<file path="src/rtl/ram_frame_reader_pkg.sv">
// ============================================================================
// udp_pkg : shared stream constants, read-FSM state type, keep helper
// Rev 1.0
// ============================================================================
`default_nettype none

package udp_pkg;

  localparam int DATA_WIDTH = 64;
  localparam int KEEP_WIDTH = DATA_WIDTH / 8;

  typedef enum logic [1:0] {
    IDLE  = 2'd0,
    READ  = 2'd1,
    DRAIN = 2'd2
  } rd_state_t;

  // Byte enables for the final word of a frame, given desc_len % 8.
  function automatic logic [KEEP_WIDTH-1:0] keep_from_len(input logic [2:0] rem);
    logic [KEEP_WIDTH-1:0] k;
    if (rem == 3'd0) k = '1;
    else             k = (KEEP_WIDTH'(1) << rem) - KEEP_WIDTH'(1);
    return k;
  endfunction

endpackage

`default_nettype wire

</file>
<file path="src/rtl/ram_frame_reader_skid.sv">
// ============================================================================
// axis_skid_buf : 2-entry registered-output stream buffer with read credit
// Rev 1.0
// ============================================================================
`default_nettype none

module axis_skid_buf #(
  parameter int DATA_WIDTH = 64,
  parameter int KEEP_WIDTH = 8
) (
  input  logic                  clk,
  input  logic                  reset,
  input  logic                  wr_en_i,
  input  logic [DATA_WIDTH-1:0] wr_data_i,
  input  logic [KEEP_WIDTH-1:0] wr_keep_i,
  input  logic                  wr_last_i,
  output logic                  space_avail_o,
  output logic                  out_valid_o,
  input  logic                  out_ready_i,
  output logic [DATA_WIDTH-1:0] out_data_o,
  output logic [KEEP_WIDTH-1:0] out_keep_o,
  output logic                  out_last_o
);

  logic                  out_valid_q;
  logic [DATA_WIDTH-1:0] out_data_q;
  logic [KEEP_WIDTH-1:0] out_keep_q;
  logic                  out_last_q;
  logic                  skid_valid_q;
  logic [DATA_WIDTH-1:0] skid_data_q;
  logic [KEEP_WIDTH-1:0] skid_keep_q;
  logic                  skid_last_q;

  logic       pop;
  logic [2:0] occupancy;

  assign pop = out_valid_q & out_ready_i;

  // A write in flight now lands at the next edge, so it already holds a slot;
  // a new read may be issued only if a slot is still free after this edge.
  assign occupancy     = 3'(out_valid_q) + 3'(skid_valid_q) + 3'(wr_en_i) - 3'(pop);
  assign space_avail_o = (occupancy < 3'd2);

  always_ff @(posedge clk or posedge reset) begin
    if (reset) begin
      out_valid_q  <= 1'b0;
      out_data_q   <= '0;
      out_keep_q   <= '0;
      out_last_q   <= 1'b0;
      skid_valid_q <= 1'b0;
      skid_data_q  <= '0;
      skid_keep_q  <= '0;
      skid_last_q  <= 1'b0;
    end else if (!out_valid_q || pop) begin
      if (skid_valid_q) begin
        out_valid_q  <= 1'b1;
        out_data_q   <= skid_data_q;
        out_keep_q   <= skid_keep_q;
        out_last_q   <= skid_last_q;
        skid_valid_q <= wr_en_i;
        if (wr_en_i) begin
          skid_data_q <= wr_data_i;
          skid_keep_q <= wr_keep_i;
          skid_last_q <= wr_last_i;
        end
      end else begin
        out_valid_q <= wr_en_i;
        if (wr_en_i) begin
          out_data_q <= wr_data_i;
          out_keep_q <= wr_keep_i;
          out_last_q <= wr_last_i;
        end
      end
    end else if (wr_en_i) begin
      skid_valid_q <= 1'b1;
      skid_data_q  <= wr_data_i;
      skid_keep_q  <= wr_keep_i;
      skid_last_q  <= wr_last_i;
    end
  end

  assign out_valid_o = out_valid_q;
  assign out_data_o  = out_data_q;
  assign out_keep_o  = out_keep_q;
  assign out_last_o  = out_last_q;

endmodule

`default_nettype wire

</file>
<file path="src/rtl/ram_frame_reader.sv">
// ============================================================================
// ram_frame_reader : reads a descriptor-defined frame from RAM as a 64b stream
// Rev 1.0
// ============================================================================
`default_nettype none

module ram_frame_reader #(
  parameter int ADDR_WIDTH = 10,
  parameter int DATA_WIDTH = 64,
  parameter int LEN_WIDTH  = 16
) (
  input  logic                           clk,
  input  logic                           reset,
  input  logic                           desc_valid_i,
  output logic                           desc_ready_o,
  input  logic [ADDR_WIDTH-1:0]          desc_addr_i,
  input  logic [LEN_WIDTH-1:0]           desc_len_i,
  output logic                           ram_rd_ena_o,
  output logic [ADDR_WIDTH-1:0]          ram_rd_addr_o,
  input  logic [DATA_WIDTH-1:0]          ram_rd_data_i,
  output logic                           tx_valid_o,
  input  logic                           tx_ready_i,
  output logic [DATA_WIDTH-1:0]          tx_data_o,
  output logic [udp_pkg::KEEP_WIDTH-1:0] tx_keep_o,
  output logic                           tx_last_o,
  output logic                           busy_o,
  output logic                           done_o
);

  import udp_pkg::*;

  localparam int CNT_W = LEN_WIDTH - 3 + 1;

  rd_state_t             state_q;
  logic                  desc_ready_q;
  logic                  busy_q;
  logic                  done_q;
  logic                  rd_ena_q;
  logic [ADDR_WIDTH-1:0] rd_addr_q;
  logic [ADDR_WIDTH-1:0] next_addr_q;
  logic [CNT_W-1:0]      words_q;
  logic [KEEP_WIDTH-1:0] keep_last_q;
  logic [KEEP_WIDTH-1:0] rd_keep_q;
  logic                  rd_last_q;

  logic                  space_avail;
  logic                  desc_fire;
  logic                  last_hs;
  logic                  words_last;
  logic [LEN_WIDTH:0]    len_plus7;
  logic [CNT_W-1:0]      words_init;

  assign desc_fire  = desc_valid_i & desc_ready_q;
  assign last_hs    = tx_valid_o & tx_ready_i & tx_last_o;
  assign words_last = (words_q == CNT_W'(1));
  assign len_plus7  = {1'b0, desc_len_i} + (LEN_WIDTH+1)'(7);
  assign words_init = len_plus7[LEN_WIDTH:3];

  always_ff @(posedge clk or posedge reset) begin
    if (reset) begin
      state_q      <= IDLE;
      desc_ready_q <= 1'b1;
      busy_q       <= 1'b0;
      done_q       <= 1'b0;
      rd_ena_q     <= 1'b0;
      rd_addr_q    <= '0;
      next_addr_q  <= '0;
      words_q      <= '0;
      keep_last_q  <= '0;
      rd_keep_q    <= '0;
      rd_last_q    <= 1'b0;
    end else begin
      done_q <= 1'b0;
      case (state_q)
        IDLE: begin
          rd_ena_q <= 1'b0;
          if (desc_fire) begin
            if (desc_len_i == '0) begin
              done_q <= 1'b1;
            end else begin
              state_q      <= READ;
              desc_ready_q <= 1'b0;
              busy_q       <= 1'b1;
              next_addr_q  <= desc_addr_i;
              words_q      <= words_init;
              keep_last_q  <= keep_from_len(desc_len_i[2:0]);
            end
          end
        end
        READ: begin
          // Issue only with a guaranteed buffer slot; the address wraps naturally.
          if (space_avail) begin
            rd_ena_q    <= 1'b1;
            rd_addr_q   <= next_addr_q;
            next_addr_q <= next_addr_q + 1'b1;
            words_q     <= words_q - 1'b1;
            rd_last_q   <= words_last;
            rd_keep_q   <= words_last ? keep_last_q : '1;
            if (words_last) state_q <= DRAIN;
          end else begin
            rd_ena_q <= 1'b0;
          end
        end
        DRAIN: begin
          rd_ena_q <= 1'b0;
          if (last_hs) begin
            state_q      <= IDLE;
            desc_ready_q <= 1'b1;
            busy_q       <= 1'b0;
            done_q       <= 1'b1;
          end
        end
        default: state_q <= IDLE;
      endcase
    end
  end

  axis_skid_buf #(
    .DATA_WIDTH (DATA_WIDTH),
    .KEEP_WIDTH (KEEP_WIDTH)
  ) u_skid (
    .clk           (clk),
    .reset         (reset),
    .wr_en_i       (rd_ena_q),
    .wr_data_i     (ram_rd_data_i),
    .wr_keep_i     (rd_keep_q),
    .wr_last_i     (rd_last_q),
    .space_avail_o (space_avail),
    .out_valid_o   (tx_valid_o),
    .out_ready_i   (tx_ready_i),
    .out_data_o    (tx_data_o),
    .out_keep_o    (tx_keep_o),
    .out_last_o    (tx_last_o)
  );

  assign desc_ready_o  = desc_ready_q;
  assign ram_rd_ena_o  = rd_ena_q;
  assign ram_rd_addr_o = rd_addr_q;
  assign busy_o        = busy_q;
  assign done_o        = done_q;

endmodule

`default_nettype wire
</file>
<file path="config.mk">
export PLATFORM = sky130hd
export DESIGN_NAME = ram_frame_reader
export DESIGN_NICKNAME = d
export VERILOG_FILES = /design/src/rtl/ram_frame_reader_pkg.sv /design/src/rtl/ram_frame_reader_skid.sv /design/src/rtl/ram_frame_reader.sv
export SDC_FILE = /design/constraint.sdc
export NUM_CORES = 1
export LEC_CHECK = 0
export BUFFER_PORTS_ARGS = -buffer_cell sky130_fd_sc_hd__buf_2
export CAP_MARGIN = 20
export CORE_MARGIN = 3
export CORE_UTILIZATION = 57
export CTS_BUF_LIST = sky130_fd_sc_hd__clkbuf_2
export CTS_CLUSTER_DIAMETER = 120
export DETAILED_ROUTE_END_ITERATION = 6
export HOLD_SLACK_MARGIN = 0.06
export PLACE_DENSITY = 0.81
export SYNTH_ARGS = -nofsm -noshare
export SYNTH_HDL_FRONTEND = slang
export SYNTH_HIERARCHICAL = 1
export SYNTH_SLANG_ARGS = --single-unit
</file>
<file path="constraint.sdc">
create_clock -name clk -period 7.4 [get_ports clk]
set_input_delay 1.85 -clock clk [delete_from_list [all_inputs] [get_ports clk]]
set_output_delay 1.85 -clock clk [all_outputs]
set_load 0.02 [all_outputs]
</file>
[Word-level counts from Yosys, hierarchy flattened]
Index checks and enable logic that the tools add are counted.
Storage, ports and cells
  register bits after elaboration: 205
  input port bits: 94
  output and inout bits: 88
  logic and storage cells: 107
Operators by class
  $add $sub $neg: 7
  $lt $le $gt $ge: 1
  equal/unequal tests: 9
  shift-type cells: 1
  muxes and demuxes: 49
  bitwise gates (word level): 4
  reductions and logical operators: 17
Operators with widths (count)
  64-bit two-way mux: 5
  8-bit two-way mux: 7
  14-bit two-way mux: 3
  10-bit two-way mux: 3
  14-bit case mux with 2 select lines: 1
  10-bit case mux with 2 select lines: 1
  1-bit two-way mux: 19
  16-bit by 3-bit adder with 17-bit output, second input constant: 1
  16-bit logical NOT: 1
  14-bit by 1-bit equality test with 1-bit output, second input constant: 1
  14-bit by 1-bit subtractor with 14-bit output, second input constant: 1
  10-bit by 1-bit adder with 10-bit output, second input constant: 1
  2-bit two-way mux: 5
  2-bit != test, second input constant: 5
  2-bit nonzero test: 5
  1-bit case mux with 2 select lines: 4
  4-bit AND reduction: 2
  1-bit by 3-bit << shifter with 8-bit output, first input constant: 1
  8-bit by 2-bit subtractor with 8-bit output, second input constant: 1
  2-bit case mux with 3 select lines: 1
  5-bit AND reduction: 1
  2-bit AND reduction: 2
  3-bit by 1-bit adder with 3-bit output: 1
  1-bit bitwise AND: 3
  13 further kinds: 13

[Longest topological paths before layout]
  word-level depth: 6
  gate-level depth with buffers: 11
  gate-level depth less buffers: 8

[Modules after synthesis]
The synthesis kept the hierarchy.
By module, submodules not included
  axis_skid_buf: times used 1, cells each 489, area each 6283.5 µm², sequential area each 3703.6 µm²
  ram_frame_reader: times used 1, cells each 375, area each 3138.0 µm², sequential area each 1427.6 µm²

[Worst setup path before layout]
Ideal clock, no wire load.
  path kind: in2reg
  start point: input tx_ready_i
  end point: register words_q[10]
  setup time: 0.121 ns
  arrival time: 3.885 ns
  required time: 7.279 ns
  slack: 3.394 ns
  cell stages on the path: 11
  buffers on the path: 3
  cells stage by stage: nor2b_4 -> buf_6 -> clkbuf_1 -> ha_1 -> a21oi_1 -> nand2_1 -> a21oi_1 -> o21a_1 -> clkbuf_1 -> o21ai_0 -> a22o_1
Between the ends
  cells in the longest elaborated chain, start to end: 5
Ends and longest elaborated chain
  start, declared: RTL line ram_frame_reader.sv:22  | input logic tx_ready_i,
  1-bit bitwise AND: RTL line ram_frame_reader_skid.sv:37  | assign pop = out_valid_q & out_ready_i;
  3-bit by 1-bit subtractor with 3-bit output: RTL line ram_frame_reader_skid.sv:41  | assign occupancy = 3'(out_valid_q) + 3'(skid_valid_q) + 3'(wr_en_i) - 3'(pop);
  3-bit by 2-bit < comparator with 1-bit output: RTL line ram_frame_reader_skid.sv:42  | assign space_avail_o = (occupancy < 3'd2);
  net space_avail: RTL line ram_frame_reader.sv:46  | logic space_avail;
  2-bit != test (no source line)
  4-bit AND reduction (no source line)
  end signal, assigned: RTL line ram_frame_reader.sv:85  | words_q <= words_init;
  end signal, assigned: RTL line ram_frame_reader.sv:96  | words_q <= words_q - 1'b1;
  end, declared: RTL line ram_frame_reader.sv:41  | logic [CNT_W-1:0] words_q;
The timed path passes the listed nets, and every way through them passes these cells.
A chain may end at the register's enable or synchronous reset.

[Worst setup path after layout]
  start point: input tx_ready_i
  end point: register next_addr_q[5]
Between the ends
  cells in the longest elaborated chain, start to end: 5
Ends and longest elaborated chain
  1-bit bitwise AND: RTL line ram_frame_reader_skid.sv:37
  3-bit by 1-bit subtractor with 3-bit output: RTL line ram_frame_reader_skid.sv:41
  3-bit by 2-bit < comparator with 1-bit output: RTL line ram_frame_reader_skid.sv:42
  net space_avail: RTL line ram_frame_reader.sv:46
  2-bit != test (no source line)
  4-bit AND reduction (no source line)
  end signal, assigned: RTL line ram_frame_reader.sv:84  | next_addr_q <= desc_addr_i;
  end signal, assigned: RTL line ram_frame_reader.sv:95  | next_addr_q <= next_addr_q + 1'b1;
  end, declared: RTL line ram_frame_reader.sv:40  | logic [ADDR_WIDTH-1:0] next_addr_q;
The timed path passes the listed nets, and every way through them passes these cells.

==> results.md <==
* Fill count at 1257
* Ys Warns at 6
* PostCTS Resize Cnt at 0
* Ports at 182
* Number of port buffers at 181
* Period utilisation layout at 0.554
* Final setup vio count at 0
* Total Nets Final at 1144
* Die area at 0.0181 sq mm
* Max stage delay on crit path at 0.64 ns
* VDD IR-drop max at 0.000174 V
* Most numerous cell on the critical path: a21oi_1
* Post-synth design cell area at 0.00942 sq mm
* Largest net degree at the start of global routing at 85
* Final Skew at 0.0288 ns
* Layout area overhead at 15.1%
* Crit Path Category: input pin to flip-flop
* Worst-Margin Slew at 0.953 ns
* FF-to-FF Start: u_skid/out_valid_o
* Critical Path Slowest Stage Cell: nor2b_4
* Syn nets at 962
* Max-slew headroom at 0.365
* Post-CTS Setup Repair Bufs at 0
* Status: finished clean
* First-pass GRT wire length at 34800 um
* CTS root buffer: clkbuf_2
* Predominant post-synthesis flop cell: dfrtp_1
* Worst-path maximum fanout at 40
* # DRC at 0
* Critical Path End Type: flip-flop
* Unrepaired setup endpoints after global routing: no
* Leading area contributor after synthesis: dfrtp_1
* Hold endpoint: ram_rd_addr_o[8]
* CTS Hold Bufs at 0
* Synth top area share at 0.542
* Placed wire-length estimate at 14200 um
* Reg2Reg Setup Slack at 4.09 ns
* CP Data Required Time at 8.03 ns
* H-tree levels at 2
* F_max at 244 MHz
* Cells after synthesis at 864
* Hold Crit Start: ram_rd_addr_o[8]
* CTS buffer count at 51
* DRT Pass-1 Iters at 5
* Ys async rst share at 1.00
* Worst skew pair latency at 0.75 ns
* Worst min path class: flip-flop to flip-flop
* Initial antenna violation count at 0
* Row count at 46
* MaxCap Viol Count at 0
* Post-route ant nets at 0
* Most used standard cell by instance count after synthesis: dfrtp_1
* Clock Tree Buf Depth at 3
* Final min period at 4.10 ns
* FF+latch area at 0.00513 sq mm
* Post-synth top cells: dfrtp_1 (204), o21ai_0 (178), mux2i_1 (75)
* Die Y at 135 um
* Clock transition at path regs at 0.09 ns
* Initial DRC Count at 637
* Total gr overflow at 0
* Crit-path cells: buf_2 -> nor2b_4 -> ha_1 -> a21oi_1 -> nand2_1 -> a21oi_1 -> o21a_1 -> o21ai_0 -> a22o_1
* Vias in the first global route at 7130
* Synth area leaders: dfrtp_1 (54%), o21ai_0 (9.5%), mux2_2 (8.1%), mux2i_1 (8.0%), nand2_1 (2.5%)
* Multi-input logic area at 0.00395 sq mm
* PD cells at 434 mW/mm^2
* N_diodes at 0
* Vias at 7444
* Setup_tns at 0 ns
* Critical Path Start Type: input pin
* GP Congestion at 0.818
* Post-Place Cell Area at 0.0104 sq mm
* Fin. Hold Viols at 0
* Final instance area at 0.0108 sq mm
* GRT Total Usage at 0.235
* Core area at 0.0161 sq mm
* Max-slew violations at 0
* Routed Wire Length at 21900 um
* Sequential area share after synthesis at 0.545
* R2r endpoint: next_addr_q[5]
* Starting Density at 0.587
* FF-to-FF path depth at 8
* Die W at 135 um
* Yosys cell types at 56
* Post-synth EDFFs at 0
* CTS sink count at 205
* Mean number of vias per cell at 5.73
* Layout cells sized above 1 at 0.327
* Critical path arrival at 4.72 ns
* Syn avg cell area at 10.9 sq um
* CTS tree: yes
* Routed WL per cell at 16.8 um
* Yosys reg bits at 205
* WHS Path Cells at 2
* Leakage power at 5.07 nW
cell type report:
type                    count  share of cell area
well taps                 216              0.0249
flip-flops and latches    205               0.474
multi-input cells         588               0.365
clock inverters            10             0.00358
repair buffers            190              0.0923
inverters                  10             0.00392
clock buffers              80              0.0369
sequential cells by signal, summed over array words and instances, names as in the netlist:
signal,count
u_skid/out_data_o,64
u_skid/skid_data_q,64
words_q,14
next_addr_q,10
ram_rd_addr_o,10
keep_last_q,8
rd_keep_q,8
u_skid/out_keep_o,8
u_skid/skid_keep_q,8
state_q,2
busy_o,1
desc_ready_o,1
done_o,1
ram_rd_ena_o,1
rd_last_q,1
u_skid/out_last_o,1
u_skid/out_valid_o,1
u_skid/skid_last_q,1
u_skid/skid_valid_q,1
cells by family after synthesis:
family,share of synthesized area
AOI/OAI and AO/OA,0.151
buffers and inverters,0.0369
DFF,0.545
xor gates and xnor gates,0.00837
adders and majority gates,0.00637
muxes,0.169
and+or+nand+nor,0.0834
metal layers:
| layer | global-route usage | routed length [um] | vias up |
|---|---|---|---|
| met5 | 0 | 0 | - |
| met4 | 0.0792 | 459 | 0 |
| met3 | 0.0533 | 1530 | 40 |
| met2 | 0.378 | 10400 | 284 |
| met1 | 0.319 | 9480 | 3623 |
| li1 | - | - | 3497 |
layout by cell type, fill, tap and decap left out, types with 3 or more instances in the layout:
cell and count:
nand2_1 63, a31oi_1 5, a21oi_1 35, o22ai_1 6, mux2_1 7, xor2_1 5, mux2_2 68, o22a_1 3
and3_1 3, o21ai_0 178, buf_2 181, buf_4 7, o21a_1 4, a2bb2oi_1 5, nand3_1 15, mux2i_1 75
nor2_1 45, clkbuf_2 80, nand2b_1 5, inv_1 8, clkinv_1 9, ha_1 4, dfrtp_1 203, nor3_1 11
nor4_1 8, xnor2_1 4
through the flow:
step                      total power (W)   util  setup WS [ns]  hold slack, ns  instances
after floorplan                   0.00343      -           1.57           0.435        864
after global placement            0.00391  0.645           2.64           0.449       1207
after detailed placement          0.00400  0.645           2.55           0.461       1207
after CTS                         0.00472  0.672           3.40           0.484       1297
after global routing              0.00505  0.675           3.15           0.511       1299
final                             0.00471  0.675           3.30           0.479       1299
power by group:
| group | internal, W | switching, W |
|---|---|---|
| sequential | 0.00161 | 0.000338 |
| clock | 0.000282 | 0.000429 |
| combinational | 0.000827 | 0.00122 |
how the worst max path moves through the flow:
stage               depth (start not counted)              endpoint  slack, ns       start
detailed placement                          9           words_q[10]       2.55  tx_ready_i
floorplan                                   1  u_skid/out_data_o[0]       1.57       reset
CTS                                         9        next_addr_q[5]       3.40  tx_ready_i
finish                                      9        next_addr_q[5]       3.30  tx_ready_i
global route                                9        next_addr_q[5]       3.15  tx_ready_i
global placement                            9           words_q[10]       2.64  tx_ready_i
critical path, delay by kind of cell:
kind / cells / cell delay (ns)
AOI/OAI and AO/OA: 5 / 1.58
and+or+nand+nor: 2 / 0.78
adders and majority gates: 1 / 0.36
buffers and inverters: 1 / 0.13
Note: power is estimated with default switching activity, not from simulation.
